## config.mk

```make
export PLATFORM = sky130hd
export DESIGN_NAME = jtroc_sndcmd
export DESIGN_NICKNAME = d
export VERILOG_FILES = /design/src/rtl/jtroc_sndcmd.sv
export SDC_FILE = /design/constraint.sdc
export NUM_CORES = 1
export LEC_CHECK = 0
export ABC_AREA = 1
export CAP_MARGIN = 20
export CORE_MARGIN = 3
export CORE_UTILIZATION = 40
export CTS_CLUSTER_DIAMETER = 50
export DETAILED_ROUTE_END_ITERATION = 10
export PLACE_DENSITY = 0.7
export SYNTH_ARGS = -nofsm -noshare
export SYNTH_HDL_FRONTEND = slang
export SYNTH_SLANG_ARGS = --single-unit
```

## constraint.sdc

```tcl
create_clock -name clk -period 4 [get_ports clk]
set_input_delay 1 -clock clk [delete_from_list [all_inputs] [get_ports clk]]
set_output_delay 1 -clock clk [all_outputs]
set_load 0.05 [all_outputs]
```

## src/rtl/jtroc_sndcmd.sv

```systemverilog
// Main-to-sound command mailbox for the Roc'n Rope sound board: a small command FIFO
// feeding PSG0 port A, plus the sound Z80 interrupt scheduler with an ack watchdog.
module jtroc_sndcmd #(
  parameter int AW       = 2,
  parameter int IRQ_MODE = 0,
  parameter int IRQ_TO   = 1024
) (
  input  logic       clk,
  input  logic       rst,
  input  logic       cen,
  input  logic       main_wr,
  input  logic [7:0] main_din,
  input  logic       m2s_on,
  input  logic       snd_rd,
  input  logic       irq_ack,
  output logic [7:0] cmd,
  output logic       int_n,
  output logic       empty,
  output logic       full,
  output logic       ovf,
  output logic       irq_lost
);

  localparam int DEPTH = 2 ** AW;
  localparam int WW    = (IRQ_TO > 2) ? $clog2(IRQ_TO) : 1;
  localparam int TO_M1_I = (IRQ_TO > 0) ? (IRQ_TO - 1) : 0;
  localparam logic [WW-1:0] TO_M1  = WW'(TO_M1_I);
  localparam logic [WW-1:0] WD_ONE = WW'(1);
  localparam bit WD_EN = (IRQ_TO > 0);
  localparam logic [AW:0] PTR_ONE = (AW + 1)'(1);

  typedef enum logic [0:0] {
    IRQ_IDLE   = 1'b0,
    IRQ_ASSERT = 1'b1
  } irq_state_t;

  logic [7:0]    mem_r [DEPTH];
  logic [AW:0]   wr_ptr_r, rd_ptr_r, wr_ptr_s, rd_ptr_s;
  logic [7:0]    cmd_r, cmd_s;
  logic          empty_r, full_r, empty_s, full_s;
  logic          ovf_r, irq_lost_r, int_n_r;
  logic          push_s, pop_s, req_s, lost_s;
  logic          m2s_last_r;
  logic [WW-1:0] wd_r, wd_s;
  irq_state_t    state_r, state_s;

  // A pop frees a slot in the same cycle, so a push to a full FIFO still lands
  assign pop_s  = snd_rd & ~empty_r;
  assign push_s = main_wr & (~full_r | pop_s);

  // Next pointers, flags and head byte
  always_comb begin
    wr_ptr_s = wr_ptr_r;
    rd_ptr_s = rd_ptr_r;
    cmd_s    = cmd_r;
    if (push_s) begin
      wr_ptr_s = wr_ptr_r + PTR_ONE;
    end else begin
      wr_ptr_s = wr_ptr_r;
    end
    if (pop_s) begin
      rd_ptr_s = rd_ptr_r + PTR_ONE;
    end else begin
      rd_ptr_s = rd_ptr_r;
    end
    empty_s = (rd_ptr_s == wr_ptr_s);
    full_s  = (rd_ptr_s[AW] != wr_ptr_s[AW]) && (rd_ptr_s[AW-1:0] == wr_ptr_s[AW-1:0]);
    // The new head may be the byte being written this very cycle
    if (pop_s) begin
      if (empty_s) begin
        cmd_s = cmd_r;
      end else if (push_s && (rd_ptr_s[AW-1:0] == wr_ptr_r[AW-1:0])) begin
        cmd_s = main_din;
      end else begin
        cmd_s = mem_r[rd_ptr_s[AW-1:0]];
      end
    end else if (push_s && empty_r) begin
      cmd_s = main_din;
    end else begin
      cmd_s = cmd_r;
    end
  end

  // Interrupt request source
  always_comb begin
    req_s = 1'b0;
    if (IRQ_MODE == 0) begin
      req_s = m2s_on & ~m2s_last_r;
    end else begin
      req_s = (push_s & empty_r) | (pop_s & ~empty_s);
    end
  end

  // IRQ state machine: a new request always wins over ack and the watchdog
  always_comb begin
    state_s = state_r;
    wd_s    = wd_r;
    lost_s  = 1'b0;
    case (state_r)
      IRQ_IDLE: begin
        wd_s = {WW{1'b0}};
        if (req_s) begin
          state_s = IRQ_ASSERT;
        end else begin
          state_s = IRQ_IDLE;
        end
      end
      IRQ_ASSERT: begin
        if (req_s) begin
          state_s = IRQ_ASSERT;
          wd_s    = {WW{1'b0}};
        end else if (irq_ack) begin
          state_s = IRQ_IDLE;
          wd_s    = {WW{1'b0}};
        end else if (cen && WD_EN) begin
          if (wd_r == TO_M1) begin
            state_s = IRQ_IDLE;
            wd_s    = {WW{1'b0}};
            lost_s  = 1'b1;
          end else begin
            wd_s = wd_r + WD_ONE;
          end
        end else begin
          state_s = IRQ_ASSERT;
        end
      end
      default: begin
        state_s = IRQ_IDLE;
        wd_s    = {WW{1'b0}};
      end
    endcase
  end

  // FIFO storage and pointers
  always_ff @(posedge clk or posedge rst) begin
    if (rst) begin
      for (int i = 0; i < DEPTH; i++) mem_r[i] <= 8'h00;
      wr_ptr_r <= {(AW + 1){1'b0}};
      rd_ptr_r <= {(AW + 1){1'b0}};
      cmd_r    <= 8'h00;
      empty_r  <= 1'b1;
      full_r   <= 1'b0;
      ovf_r    <= 1'b0;
    end else begin
      if (push_s) mem_r[wr_ptr_r[AW-1:0]] <= main_din;
      wr_ptr_r <= wr_ptr_s;
      rd_ptr_r <= rd_ptr_s;
      cmd_r    <= cmd_s;
      empty_r  <= empty_s;
      full_r   <= full_s;
      ovf_r    <= ovf_r | (main_wr & ~push_s);
    end
  end

  // IRQ state, watchdog and sticky loss flag
  always_ff @(posedge clk or posedge rst) begin
    if (rst) begin
      state_r    <= IRQ_IDLE;
      wd_r       <= {WW{1'b0}};
      int_n_r    <= 1'b1;
      irq_lost_r <= 1'b0;
      m2s_last_r <= 1'b0;
    end else begin
      state_r    <= state_s;
      wd_r       <= wd_s;
      int_n_r    <= (state_s != IRQ_ASSERT);
      irq_lost_r <= irq_lost_r | lost_s;
      m2s_last_r <= m2s_on;
    end
  end

  assign cmd      = cmd_r;
  assign int_n    = int_n_r;
  assign empty    = empty_r;
  assign full     = full_r;
  assign ovf      = ovf_r;
  assign irq_lost = irq_lost_r;

endmodule
```

# Yosys cells after proc, flatten, opt, wreduce, memory -nomap -nowiden
# Index checks and enable logic that the tools add are counted.
[op_classes]
n_addsub = 3
mul = 0
n_div = 0
n_lt_le_gt_ge = 3
eq_ne = 7
shifts = 0
mux = 28
bitwise = 15
n_reduce_logical = 6
[op_table]
columns = ["cell", "n"]
rows = [
  ["$mux W8", 7],
  ["$mux W10", 4],
  ["$bwmux W32", 1],
  ["$pmux W10 S2", 1],
  ["$bmux W8 S2", 1],
  ["$demux W8 S2", 1],
  ["$add A10 B1 Y10 const B", 1],
  ["$eq A10 B10 Y1 const B", 1],
  ["$mux W1", 10],
  ["$add A3 B1 Y3 const B", 2],
  ["$ge A3 B3 Y1 const B", 2],
  ["$mux W3", 2],
  ["$not A1 Y1", 6],
  ["$not A2 Y3", 2],
  ["$and A1 B1 Y1", 4],
  ["$eq A2 B2 Y1", 2],
  ["$logic_and A1 B1 Y1", 4],
  ["$ne A4 B4 Y1 const B", 1],
  ["$eq A3 B3 Y1", 1],
  ["$lt A3 B1 Y1 const B", 1],
  ["$or A1 B1 Y1", 3],
  ["$ne A2 B2 Y1 const B", 1],
  ["$pmux W1 S2", 1],
  ["$reduce_and A2 Y1", 1],
  ["other kinds (2)", 2],
]
[totals]
ff_bits = 63
latchBits = 0
ram_bits = 0
rom_bits = 0
input_bits = 15
mem_count = 0

# Logic depth before layout (Yosys ltp)
[depth]
depth_word = 10
ltp_mapped = 13
ltp_nobuf = 13

# Worst setup path before layout
# OpenSTA, ideal clock, no wires.
[synth_timing]
path_type = "input to register"
startpoint = "in snd_rd"
endpoint = "reg cmd_r[0] (netlist: cmd[0])"
setup_time_ns = 0.118
t_arrival_ns = 1.891
t_required_ns = 3.882
slack_ns = 1.990
stages = 11
path_buffers = 0
cell_sequence = "inv_2 nor2_4 nand2_1 o21ai_2 nand3_1 nand2_2 nand3_4 nand2_4 nand2_4 nand2_1 nand2_1"
[synth_via]
elab_chain_cells = 9
[synth_rtl]
columns = ["item", "line", "text"]
rows = [
  ["start, declared", "14", "input logic snd_rd,"],
  ["$and A1 B1 Y1 (*)", "48", "assign pop_s = snd_rd & ~empty_r;"],
  ["$mux W3", "61", "if (pop_s) begin"],
  ["$not A2 Y3 (not written as such)", "75", "cmd_s = mem_r[rd_ptr_s[AW-1:0]];"],
  ["$bmux W8 S2", "75", ""],
  ["$mux W8 (not written as such) (2 in a row)", "75", ""],
  ["$mux W8", "72", "end else if (push_s && (rd_ptr_s[AW-1:0] == wr_ptr_r[AW-1:0])) begin"],
  ["$mux W8", "70", "if (empty_s) begin"],
  ["$mux W8", "69", "if (pop_s) begin"],
  ["end signal, assigned", "148", "cmd_r <= cmd_s;"],
  ["end, declared", "39", "logic [7:0] cmd_r, cmd_s;"],
]
# Mark *: on every way between the ends. The rest lies on a longest branch, timed or not. The select of a mux whose other input is x is not followed.
# A chain may end at the register's enable or synchronous reset.

# Worst setup path after layout
[layout_timing]
startpoint = "in snd_rd"
endpoint = "reg cmd_r[5] (netlist: cmd[5])"
# The elaborated chain is that of the path after synthesis.

==> impl_metrics.yaml <==
outcome:
  status: "finished, final reports clean"
routing:
  vias: 2647
  totalWireLength_mm: 7.165
  drt_first_pass_iters: 4
  vias_per_cell: 4.893
  wl_per_cell_um: 13.24
  drc: 0
  drtIter0Drc: 151
  drtAntennaViolNets: 0
final_layout:
  antenna_cells: 0
  layout.nets: 455
  final_cells: 541
  multi_input_area_um2: 1400
  area_growth_pct: 17.53
  nFillCells: 764
  seq_area_um2: 1579
  final_util_pct: 48.92
  drive_above_1_share_pct: 11.16
logic_synthesis:
  synth_edf_count: 0
  syn_nets: 423
  synth_compound_area_share_pct: 9.946
  postSynthAreaPerCell_um2: 8.043
  synthTopCellsByArea: "dfrtp_1 47%, nand2_1 14%, o21ai_0 6.8%"
  synth.largest_area_cell: "dfrtp_1"
  yosys.area_share.simple_pct: 29.45
  yosysWarningCount: 0
  synth-adder-area-share_pct: 2.322
  syn_area_um2: 3233
  synth_cells: 402
  synth_top_family_by_area: "simple AND/OR/NAND/NOR gates"
  yosysSeqAreaShare_pct: 48.84
  synth_flop_cell: "dfrtp_1"
  synth_top_area_share_pct: 47.21
  synthMuxAreaShare_pct: 0
  postSynth.asyncResetShare_pct: 100.0
  synth_common_cells: "119 x nand2_1, 61 x dfrtp_1, 50 x inv_1"
  ys_ff_latch: 63
  synth_xor_area_share_pct: 1.587
  synth.most_common_cell: "nand2_1"
  synthDistinctLibCells: 31
worst_setup_path:
  regToRegEndpoint: "cmd[5]$_DFFE_PP0P_"
  endpoint_kind: "flip-flop"
  crit_arrival_ps: 3040
  r2r_cells: 10
  crit_chain: "clkdlybuf4s50_1, inv_2, nor2_4, nand2_1, nand2_2, nand2_1, nand2_1, nor2_1, nand2_4, nand2_4, nand2_1, nand2_1, nand2_1, nand2_1"
  r2r_start: "rd_ptr_r[0]$_DFF_PP0_"
  critPathMaxStageDelay_ps: 560
  slowest_stage: "clkdlybuf4s50_1"
  cp.required_ps: 4240
  startpoint_type: "input port"
  path_max_fanout: 18
  crit_top_cell: "nand2_1"
  rrSetupSlack_ps: 1930
  path_class: "in -> reg"
power_and_ir_drop:
  ir_worst_vdd_mv: 0.3423
  cellLeakagePower_nw: 1.875
  cellPowerDensity_nw_per_um2: 734.6
timing:
  finalHoldViolations: 0
  period_share_pct: 70.07
  fin_tns_setup_ps: 0
  worst_pin_slew_ps: 629.1
  layout_min_cycle_time_ps: 2803
  setup_viol: 0
  rsz0062_at_grt: "false"
  fmax_ghz: 0.3568
  final_max_slew_viol_count: 0
  finClkSkew_ps: 8.157
  max_slew_margin_pct: 58.06
cts:
  clock-sinks: 63
  clk_latency_ps: 350
  cts_buffers: 9
  cts_max_level: 3
  ctsResizeCount: 0
  clk_pin_slew_ps: 70
  cts_root_buf: "clkbuf_8"
  cts_tree: "built"
  post_cts_buffers: 0
  clockBufferDepth: 2
  cts_hold_buf: 0
worst_hold_path:
  hold_path_startpoint: "ovf$_DFF_PP0_"
  whs_path_depth: 1
  whs_endpoint: "ovf$_DFF_PP0_"
  hold_class: "reg -> reg"
floorplanning:
  dieHeight_um: 95.91
  placementRows: 32
  die-area_um2: 9198
  io_pins: 28
  die_x_um: 95.91
  coreArea_um2: 7767
  start_util_pct: 41.62
global_routing:
  antenna_found_initial: 0
  grt_max_degree: 29
  first_global_vias: 2567
  grt_pass1_wl_mm: 12.12
  track_usage_pct: 17.62
  grt-ovfl-total: 0
place:
  post-place-cells: 525
  dp_hpwl_mm: 5.174
  place_congestion: 0.8184
  portBuffers: 27
flow_run:
  drv_cap: 0
==> layer usage <==
layer | global-route usage (%) | routed length, µm | vias up
met3 | 5.082 | 412 | 15
met4 | 8.886 | 174 | 0
li1 | - | - | 1337
met1 | 24.07 | 3334 | 1234
met2 | 25.42 | 3243 | 61
met5 | 0 | 0 | -
==> cell type report <==
class                           instances  share of cell area [%]
Inverter                               53                   5.235
Multi-Input combinational cell        278                   36.85
Clock inverter                          3                   1.054
Clock buffer                           13                   4.445
Tap cell                              102                   3.359
Timing Repair Buffer                   29                   7.507
Sequential cell                        63                   41.55
==> cells in the final DEF, fill, tap and decap left out, types with 2 or more instances in the layout <==
cell / synthesis / routed
nand3_1: 38 / 38
xor2_1: 4 / 4
o21ai_0: 44 / 44
dfrtp_1: 61 / 61
inv_2: 3 / 4
nand2_2: 10 / 10
nor3_1: 2 / 2
buf_4: 1 / 2
clkinv_2: 0 / 2
nand2_1: 119 / 119
inv_1: 50 / 49
dfstp_2: 2 / 2
nand4_1: 2 / 2
clkdlybuf4s50_1: 0 / 27
nand2_4: 7 / 7
o21ai_2: 2 / 2
clkbuf_8: 0 / 12
o21ai_1: 8 / 8
nor2_1: 23 / 23
ha_1: 6 / 6
a21oi_1: 2 / 2
==> power by group <==
part	switching (mW)	internal (mW)
combinational	0.804	0.399
clock	0.243	0.337
sequential	0.142	0.867
==> metrics by stage <==
stage                     hold WS, ps  setup WS (ps)  cell area, µm²  total power [mW]
after floorplan                 447.9           1434            3233             1.917
final                           478.2           1197            3800             2.791
after global routing            502.4          904.9            3800             3.029
after CTS                       484.7           1207            3800             2.814
after detailed placement        465.3          835.5            3591             2.221
after global placement          451.9          904.7            3591             2.187
==> worst max-delay path by stage <==
stage | from | to | slack (ps) | cells after the start
floorplan | rst | cmd[0]$_DFFE_PP0P_ | 1430 | 1
global placement | snd_rd | cmd[0]$_DFFE_PP0P_ | 900 | 14
detailed placement | snd_rd | cmd[3]$_DFFE_PP0P_ | 840 | 14
global route | snd_rd | cmd[6]$_DFFE_PP0P_ | 900 | 14
CTS | snd_rd | cmd[0]$_DFFE_PP0P_ | 1210 | 14
finish | snd_rd | cmd[5]$_DFFE_PP0P_ | 1200 | 14
==> cells by family after synthesis <==
group / count (synthesis)
and+or+nand+nor: 207
DFF: 63
buffers and inverters: 61
AOI/OAI and AO/OA: 60
adders and majority gates: 6
xor gates and xnor gates: 5
==> worst max-delay path: cells and delay by family <==
| kind | cells | cell delay (ps) |
|---|---|---|
| simple gates | 12 | 1410 |
| buf+inv | 2 | 620 |
==> registers in the layout, summed over array words and instances, names as in the netlist, 3 cells and up <==
signal and cells:
mem_r 32, wd_r 10, cmd 8, rd_ptr_r 3, wr_ptr_r 3
Power figures use the tool's default switching activity.
